### config.mk
export PLATFORM = sky130hd
export DESIGN_NAME = orb_frame_reader
export DESIGN_NICKNAME = d
export VERILOG_FILES = /design/src/rtl/orb_frame_reader.sv
export SDC_FILE = /design/constraint.sdc
export NUM_CORES = 1
export LEC_CHECK = 0
export CORE_ASPECT_RATIO = 1.75
export CORE_MARGIN = 2
export CORE_UTILIZATION = 35
export DETAILED_ROUTE_END_ITERATION = 8
export GPL_TIMING_DRIVEN = 1
export SETUP_SLACK_MARGIN = 0.1
export SYNTH_ARGS = -nofsm -noshare
export SYNTH_HDL_FRONTEND = slang
export SYNTH_SLANG_ARGS = --single-unit
### constraint.sdc
create_clock -name clk -period 4.85 [get_ports clk]
set_input_delay 0.97 -clock clk [delete_from_list [all_inputs] [get_ports clk]]
set_output_delay 0.97 -clock clk [all_outputs]
set_load 0.01 [all_outputs]
### src/rtl/orb_frame_reader.sv
// Reads the just-completed ping-pong bank and serialises each word MSB first, with no gaps.
// First bit goes out on the first bitTick after a 3-clk prime. A SW edge aborts and restarts at once.
module orb_frame_reader #(
  parameter int FRAME_WORDS = 2048,
  parameter int WORD_BITS   = 12,
  parameter int ADDR_W      = 11
) (
  input  logic                 clk,
  input  logic                 rst,
  input  logic                 SW,
  input  logic                 bitTick,
  input  logic [WORD_BITS-1:0] rdData,
  output logic                 RE,
  output logic [ADDR_W-1:0]    RdAddr,
  output logic                 rdBank,
  output logic                 serOut,
  output logic                 wordStrobe,
  output logic                 frameStart,
  output logic                 busy
);

  localparam int BC_W = $clog2(WORD_BITS + 1);
  localparam logic [ADDR_W-1:0] LAST_WORD = ADDR_W'(FRAME_WORDS - 1);
  localparam logic [BC_W-1:0]   BC_FULL   = BC_W'(WORD_BITS);

  localparam logic [1:0] S_IDLE  = 2'd0;
  localparam logic [1:0] S_PRIME = 2'd1;
  localparam logic [1:0] S_ARM   = 2'd2;
  localparam logic [1:0] S_SHIFT = 2'd3;

  logic [1:0]           r_state;
  logic                 r_sw_meta;
  logic                 r_sw_s;
  logic                 r_sw_old;
  logic [ADDR_W-1:0]    r_wc;
  logic [BC_W-1:0]      r_bc;
  logic [WORD_BITS-1:0] r_sh;
  logic [WORD_BITS-1:0] r_hold;
  logic                 r_re_d1;
  logic                 r_re_d2;

  logic                 w_edge;
  logic [ADDR_W-1:0]    w_wc_nxt;

  assign w_edge   = r_sw_s != r_sw_old;
  assign w_wc_nxt = r_wc + ADDR_W'(1);

  always_ff @(posedge clk or negedge rst) begin
    if (!rst) begin
      r_state    <= S_IDLE;
      r_sw_meta  <= 1'b0;
      r_sw_s     <= 1'b0;
      r_sw_old   <= 1'b0;
      r_wc       <= '0;
      r_bc       <= '0;
      r_sh       <= '0;
      r_hold     <= '0;
      r_re_d1    <= 1'b0;
      r_re_d2    <= 1'b0;
      RE         <= 1'b0;
      RdAddr     <= '0;
      rdBank     <= 1'b0;
      serOut     <= 1'b0;
      wordStrobe <= 1'b0;
      frameStart <= 1'b0;
      busy       <= 1'b0;
    end else begin
      r_sw_meta  <= SW;
      r_sw_s     <= r_sw_meta;
      r_sw_old   <= r_sw_s;
      RE         <= 1'b0;
      wordStrobe <= 1'b0;
      frameStart <= 1'b0;
      // r_re_d2 marks the clk on which rdData belongs to the read issued 2 clk earlier
      r_re_d1    <= RE;
      r_re_d2    <= r_re_d1;
      if (r_re_d2) r_hold <= rdData;

      if (w_edge) begin
        // Flushing the read pipe keeps an aborted prefetch from landing in the new frame
        rdBank  <= r_sw_old;
        r_wc    <= '0;
        r_bc    <= '0;
        RdAddr  <= '0;
        RE      <= 1'b1;
        serOut  <= 1'b0;
        r_re_d1 <= 1'b0;
        r_re_d2 <= 1'b0;
        r_state <= S_PRIME;
      end else begin
        case (r_state)
          S_PRIME: begin
            if (r_re_d2) begin
              r_sh    <= rdData;
              r_state <= S_ARM;
            end
          end
          S_ARM: begin
            if (bitTick) begin
              serOut     <= r_sh[WORD_BITS-1];
              r_sh       <= {r_sh[WORD_BITS-2:0], 1'b0};
              r_bc       <= BC_W'(1);
              wordStrobe <= 1'b1;
              frameStart <= (r_wc == '0);
              busy       <= 1'b1;
              if (r_wc < LAST_WORD) begin
                RE     <= 1'b1;
                RdAddr <= w_wc_nxt;
              end
              r_state <= S_SHIFT;
            end
          end
          S_SHIFT: begin
            if (bitTick) begin
              if (r_bc != BC_FULL) begin
                serOut <= r_sh[WORD_BITS-1];
                r_sh   <= {r_sh[WORD_BITS-2:0], 1'b0};
                r_bc   <= r_bc + BC_W'(1);
              end else if (r_wc < LAST_WORD) begin
                serOut     <= r_hold[WORD_BITS-1];
                r_sh       <= {r_hold[WORD_BITS-2:0], 1'b0};
                r_wc       <= w_wc_nxt;
                r_bc       <= BC_W'(1);
                wordStrobe <= 1'b1;
                if (w_wc_nxt < LAST_WORD) begin
                  RE     <= 1'b1;
                  RdAddr <= w_wc_nxt + ADDR_W'(1);
                end
              end else begin
                serOut  <= 1'b0;
                busy    <= 1'b0;
                r_state <= S_IDLE;
              end
            end
          end
          default: serOut <= 1'b0;
        endcase
      end
    end
  end

endmodule

==> results.md, run 1 <==
* Result of the run: finished, final reports clean
* Core area at 10,600 um2
* Type of the worst setup path: reg2reg
* Vert. Die Dim at 142 um
* Critical path data required time at 5.06 ns
* Ports at 33
* First-pass iteration count of the detailed router at 7
* # hold bufs at CTS at 0
* Synth Net Count at 440
* Share of layout cells above drive strength 1 at 12.2%
* Highest net fanout along the worst path at 15
* Placement Cell Area at 4150 um2
* Classification of the worst-slack hold path: reg2reg
* Biggest area consumer among synthesized cells: dfrtp_1
* Placement row count at 50
* Total clock sinks at 63
* Unrepaired setup endpoints after global routing: no
* Hold wc startpoint: r_sw_meta
* Most instantiated flip-flop cell in the synthesis netlist: dfrtp_1
* Via density per instance at 5.78
* Initial detailed-routing violation count at 167
* Post-CTS Repair Setup Buffers at 0
* Die width at 82.7 um
* Worst setup skew after layout at 0.00815 ns
* Final hold viol count at 0
* Area share of the largest cell type after synthesis at 41.6%
* FF-to-FF End: RdAddr[10]
* Routability congestion estimate from global placement at 0.872
* Minimum period implied by the final worst setup slack at 3.15 ns
* Startpoint class of the critical path: flip-flop
* Number of nets in the final layout at 456
* Worst hold-check slack at 0.345 ns
* TritonCTS clock tree: built
* Largest net degree at the start of global routing at 45
* Max-slew violation count at 0
* Drt wl/cell at 18.0 um
* Largest cells by area after synthesis: dfrtp_1 (42%), nand2_1 (6.4%), a21oi_1 (4.0%)
* GRT overflow at 0
* Count of H-tree levels built during CTS at 3
* Hpwl dp at 7330 um
* Total standard cell area after synthesis at 3790 um2
* Cell breakdown of the critical path: ha_1 > inv_1 > nor4_2 > a221oi_2 > and4bb_1 > o211ai_1 > o41ai_1
* Share of the synthesized netlist area taken by xor and xnor gates at 5.05%
* Headroom to the max-slew limit at 32.8%
* VDD IR-drop max at 0.232 mV
* Final Total Pwr at 1.79 mW
* Port Buf Inserts at 32
* Max Cap Violations at 0
* Count of flip-flops with a built-in enable after synthesis at 0
* Setup TNS after final layout at 0 ns
* Maximum clock frequency at 318 MHz
* Vias in the first global route at 3,304
* Post-placement worst setup slack at 1.71 ns
* Final worst setup slack at 1.70 ns
* Crit-path slowest cell: dfrtp_1
* Sequential area share after synthesis at 41.6%
* Clock Latency Late Sink at 0.33 ns
* Buf+Inv Stages, Crit Path at 1
* Wire length of the first global-routing pass at 16,200 um
* Fraction of registers with async set/reset at 100%
* Number of antenna repair diodes at 0
* Multi-input combinational cell area at 2010 um2
* Yosys cell types at 66
* CTS Buffer Depth at 2
* Simple logic cell fraction of the synthesized area at 21.0%
* Least-Margin Pin Slew at 1.01 ns
* Effective utilization at floorplan at 35.6%
* Combined global-route utilization of all metal layers at 18.4%
* Critical path capture point type: flip-flop
* Worst R2R Start: r_wc[0]
* Area Growth Syn to Fin at 17.2%
* FF/Latch Area at 1580 um2
* Clk Tree Root Cell: clkbuf_16
* Post-detailed-route count of antenna-violating nets at 0
* Max stage delay on crit path at 0.73 ns
* Worst setup startpoint: r_wc[0]
* Static Leakage at 1.79 nW
* Reg2reg path depth at 7
* Flops & latches, synth at 63
* Vias at 3,268
* Finished layout cell area at 4440 um2
* Power density normalized to cell area at 403 nW/um2
* DRC Markers at 0
* Final clock period utilization by the worst path at 64.9%
* Register-to-register setup slack at 1.70 ns
* Worst Setup EP: RdAddr[10]
* Compound-gate portion of the synthesized area at 19.3%
* Total stage count of the critical path at 7
* Largest delay share family, worst path: simple AND/OR/NAND/NOR gates
* Die Area at 11,700 um2
* Synthesized-area fraction occupied by adder cells at 3.56%
* Post-CTS resize count at 0
* Fill count at 1,057
* Post-synthesis instance total at 414
* Multiplexer share of the synthesized area at 3.83%
* Total of endpoints with negative setup slack in the final report at 0
* Number of warning messages in the yosys log at 0
* Synthesized area divided by synthesized cell count at 9.16 um2
* Critical Path AT at 3.36 ns
* Clock transition at the register clock pins on the worst setup and hold paths after CTS at 0.05 ns
* Antenna violations before repair at 0
* TritonCTS Buffers at 9
* Main combinational cell family by area after synthesis: simple AND/OR/NAND/NOR gates
* Total length of routed wires at 10,200 um
-- registers in the layout (all words and copies together) (netlist names) --
register    cells
rdBank          1
r_state         2
RE              1
r_sh           12
r_sw_meta       1
r_sw_old        1
r_sw_s          1
r_hold         12
serOut          1
RdAddr         11
r_bc            4
r_re_d1         1
busy            1
r_re_d2         1
wordStrobe      1
r_wc           11
frameStart      1
-- stage by stage --
step / utilization (%) / cells
after detailed placement: 39.0 / 549
final: 41.8 / 565
after CTS: 41.8 / 565
after global routing: 41.8 / 565
after floorplan: - / 414
after global placement: 39.0 / 549
-- worst min path at each step --
| stage | endpoint | slack (ns) | depth (start not counted) |
|---|---|---|---|
| after floorplan | r_sw_s | 0.33 | 0 |
| after global placement | r_sw_s | 0.34 | 0 |
| after detailed placement | r_sw_s | 0.34 | 0 |
| after CTS | r_sw_s | 0.35 | 0 |
| after global routing | r_sw_s | 0.36 | 0 |
| final | r_sw_s | 0.34 | 0 |
-- metal layers --
| metal | vias up | GRT usage, % | part of all wire, % |
|---|---|---|---|
| met2 | 115 | 32.5 | 53 |
| met3 | 33 | 3.37 | 4.4 |
| met4 | 0 | 10.6 | 4.4 |
| li1 | 1525 | - | - |
| met5 | - | 0 | 0 |
| met1 | 1595 | 19.8 | 38 |
-- cell usage in the layout (no fill, tap or decap), types with 4 or more instances in the layout --
master,count
buf_4,4
o21ai_0,25
o21ai_1,10
nor3_1,4
xnor2_1,14
nand4_1,6
clkdlybuf4s50_1,31
or3_1,4
o211ai_1,5
ha_1,10
nor2_1,17
xor2_1,5
nand2_1,65
dfrtp_1,63
nor4_1,4
and3_1,4
and2_1,4
a21oi_1,30
inv_1,14
mux2_2,12
a221oi_1,11
clkbuf_16,9
nand3_1,15
-- cell families (layout without fill, tap and decap cells) --
group	Yosys count	count (layout)
AND/OR/NAND/NOR	149	149
AO/OA/AOI/OAI	112	112
flip-flops	63	63
buffers and inverters	45	66
XOR/XNOR	21	21
multiplexers	13	13
adder cells (fa/ha/maj)	11	11
-- Yosys cell counts, types with 11 or more instances --
master	number
nand3_1	15
clkbuf_1	15
dfrtp_1	63
a221oi_1	11
nor2_1	17
a21oi_1	30
o21ai_0	25
inv_1	14
nand2_1	65
xnor2_1	14
mux2_2	12
-- layout make-up --
class                      instances  area share (%)
tap                              130            3.66
clock inverter                     7            1.66
sequential                        63            35.5
clock buffer                       9            5.07
timing repair buffer              36            7.77
multi-input combinational        306            45.2
inverter                          14            1.18
-- where the power goes --
group	internal, mW	total [mW]	switching [mW]
Sequential	0.632	0.709	0.0765
Clock	0.398	0.645	0.247
Combinational	0.185	0.438	0.254
Note: power is estimated with default switching activity, not from simulation.
==> inputs of run 2 (changes only) <==
==> constraint.sdc (replaced) <==
create_clock -name clk -period 3.2 [get_ports clk]
set_input_delay 0.64 -clock clk [delete_from_list [all_inputs] [get_ports clk]]
set_output_delay 0.64 -clock clk [all_outputs]
set_load 0.01 [all_outputs]
==> results.md, run 2 (synthesis results as in run 1) <==
* Result of the run: finished, final reports clean (unchanged)
* Highest net fanout along the worst path at 15 (unchanged)
* Int Power at 1.86 mW (was 1.21 mW)
* Met1 Routed Length at 3880 um (was 3870 um)
* Count of H-tree levels built during CTS at 3 (unchanged)
* Combined global-route utilization of all metal layers at 18.2% (was 18.4%)
* Startpoint class of the critical path: flip-flop (unchanged)
* Max-slew violation count at 0 (unchanged)
* Clock Latency Late Sink at 0.33 ns (about the same)
* FF/Latch Area at 1580 um2 (unchanged)
* Vias at 3,256 (was 3,268)
* Net switching share of the total power at 31.7% (was 32.2%)
* Combinational group share of total power at 25.5% (was 24.5%)
* Ports at 33 (unchanged)
* Fill count at 1,070 (was 1,057)
* Clk Tree Root Cell: clkbuf_16 (unchanged)
* Final hold viol count at 0 (unchanged)
* Setup TNS after final layout at 0 ns (unchanged)
* DRC Markers at 0 (unchanged)
* Number of antenna repair diodes at 0 (unchanged)
* Post-CTS resize count at 0 (unchanged)
* Area Growth Syn to Fin at 19.1% (was 17.2%)
* Largest registers: r_hold (12), r_sh (12) (unchanged)
* Critical path capture point type: flip-flop (unchanged)
* Minimum period implied by the final worst setup slack at 2.80 ns (was 3.15 ns)
* Wire length of the first global-routing pass at 16,300 um (was 16,200 um)
* Port Buf Inserts at 32 (unchanged)
* Post-detailed-route count of antenna-violating nets at 0 (unchanged)
* Critical Path AT at 2.98 ns (was 3.36 ns)
* Die Area at 11,700 um2 (unchanged)
* TritonCTS Buffers at 9 (unchanged)
* TritonCTS clock tree: built (unchanged)
* Placement row count at 50 (unchanged)
* Most frequent cells in the layout: nand2_1 (65), dfrtp_1 (63), clkdlybuf4s50_1 (31) (unchanged)
* Hpwl dp at 7390 um (was 7330 um)
* Unrepaired setup endpoints after global routing: no (unchanged)
* Antenna violations before repair at 0 (unchanged)
* Vias in the first global route at 3,223 (was 3,304)
* Final clock period utilization by the worst path at 87.5% (was 64.9%)
* DR top layer: met4 (unchanged)
* Critical path data required time at 3.38 ns (was 5.06 ns)
* Power density normalized to cell area at 601 nW/um2 (was 403 nW/um2)
* Total length of routed wires at 10,100 um (was 10,200 um)
* First-pass iteration count of the detailed router at 6 (was 7)
* Vert. Die Dim at 142 um (unchanged)
* Met3 wirelength from detailed routing at 405 um (was 444 um)
* Worst R2R Start: r_wc[0] (unchanged)
* CTS Buffer Depth at 2 (unchanged)
* Worst setup startpoint: r_wc[0] (unchanged)
* Via density per instance at 5.67 (was 5.78)
* Reg2reg path depth at 8 (was 7)
* Total of endpoints with negative setup slack in the final report at 0 (unchanged)
* Leading cell type in the layout, fill and taps excluded: nand2_1 (unchanged)
* Maximum clock frequency at 357 MHz (was 318 MHz)
* Multi-input combinational cell area at 2010 um2 (unchanged)
* Classification of the worst-slack hold path: reg2reg (unchanged)
* Final Total Pwr at 2.71 mW (was 1.79 mW)
* Register-to-register setup slack at 0.40 ns (was 1.70 ns)
* Share of layout cells above drive strength 1 at 13.7% (was 12.2%)
* Headroom to the max-slew limit at 42.9% (was 32.8%)
* Total clock sinks at 63 (unchanged)
* Switching pwr at 0.860 mW (was 0.577 mW)
* Largest net degree at the start of global routing at 34 (was 45)
* Routed met2 length at 5450 um (was 5390 um)
* Core area at 10,600 um2 (unchanged)
* # hold bufs at CTS at 0 (unchanged)
* Worst setup skew after layout at 0.00650 ns (was 0.00815 ns)
* Sequential power share at 39.3% (was 39.5%)
* Effective utilization at floorplan at 35.6% (unchanged)
* Clock network power share at 35.2% (was 36.0%)
* Routability congestion estimate from global placement at 0.879 (was 0.872)
* Die width at 82.7 um (unchanged)
* Static Leakage at 1.84 nW (was 1.79 nW)
* Clock transition at the register clock pins on the worst setup and hold paths after CTS at 0.05 ns (about the same)
* Drt wl/cell at 17.5 um (was 18.0 um)
* Number of nets in the final layout at 465 (was 456)
* Worst Setup EP: RdAddr[1] (was RdAddr[10])
* Initial detailed-routing violation count at 276 (was 167)
* GRT overflow at 0 (unchanged)
* Max Cap Violations at 0 (unchanged)
* FF-to-FF End: RdAddr[1] (was RdAddr[10])
* Least-Margin Pin Slew at 0.852 ns (was 1.01 ns)
* Post-CTS Repair Setup Buffers at 0 (unchanged)
* Type of the worst setup path: reg2reg (unchanged)
* VDD IR-drop max at 0.354 mV (was 0.232 mV)
run 2: cell count changes in the layout (fill, tap and decap cells not counted), sizes merged:
cell | before | now
clkinv | 5 | 4
clkbuf | 9 | 10
buf | 5 | 14
run 2: layer usage:
metal | track usage, % | up-vias
met5 | 0 | -
met4 | 7.77 | 0
met3 | 3.12 | 24
met2 | 32.3 | 110
met1 | 20.8 | 1587
li1 | - | 1535
run 2: stage by stage:
step	setup WS, ns	instances	util [%]	instance area [um2]	hold slack (ns)
final	0.400	574	42.5	4520	0.348
after global routing	0.146	574	42.5	4520	0.359
after CTS	0.442	574	42.5	4520	0.349
after detailed placement	0.451	558	39.7	4230	0.337
after global placement	0.569	558	39.7	4230	0.337
after floorplan	0.957	414	-	3790	0.331
run 2: how the worst min path moves through the flow:
stage,start,end,slack (ns),cells past startpoint
floorplan,r_sw_meta,r_sw_s,0.33,0
global placement,r_sw_meta,r_sw_s,0.34,0
finish,r_sw_meta,r_sw_s,0.35,0
detailed placement,r_sw_meta,r_sw_s,0.34,0
CTS,r_sw_meta,r_sw_s,0.35,0
global route,r_sw_meta,r_sw_s,0.36,0
run 2: cell type report:
cell class / count / area share (%)
tap: 130 / 3.60
sequential: 63 / 34.9
clock inverter: 6 / 1.36
multi-input combinational: 306 / 44.5
clock buffer: 10 / 5.07
inverter: 14 / 1.16
timing repair buffer: 45 / 9.42
run 2: critical path: stages (launching register included):
cell,delay (ns)
dfrtp_1,0.70
ha_1,0.40
buf_4,0.21
xnor2_2,0.11
nor4_4,0.24
o21ai_0,0.19
nand4bb_1,0.48
a21oi_1,0.27
a311oi_1,0.06
run 2: power by group through the flow:
stage,sequential (mW),clock (mW),combinational (mW)
floorplan,1.06,0,0.472
CTS,1.07,0.980,0.698
detailed placement,1.08,0,0.694
finish,1.07,0.956,0.692
global placement,1.07,0,0.677
global route,1.09,1.01,0.775
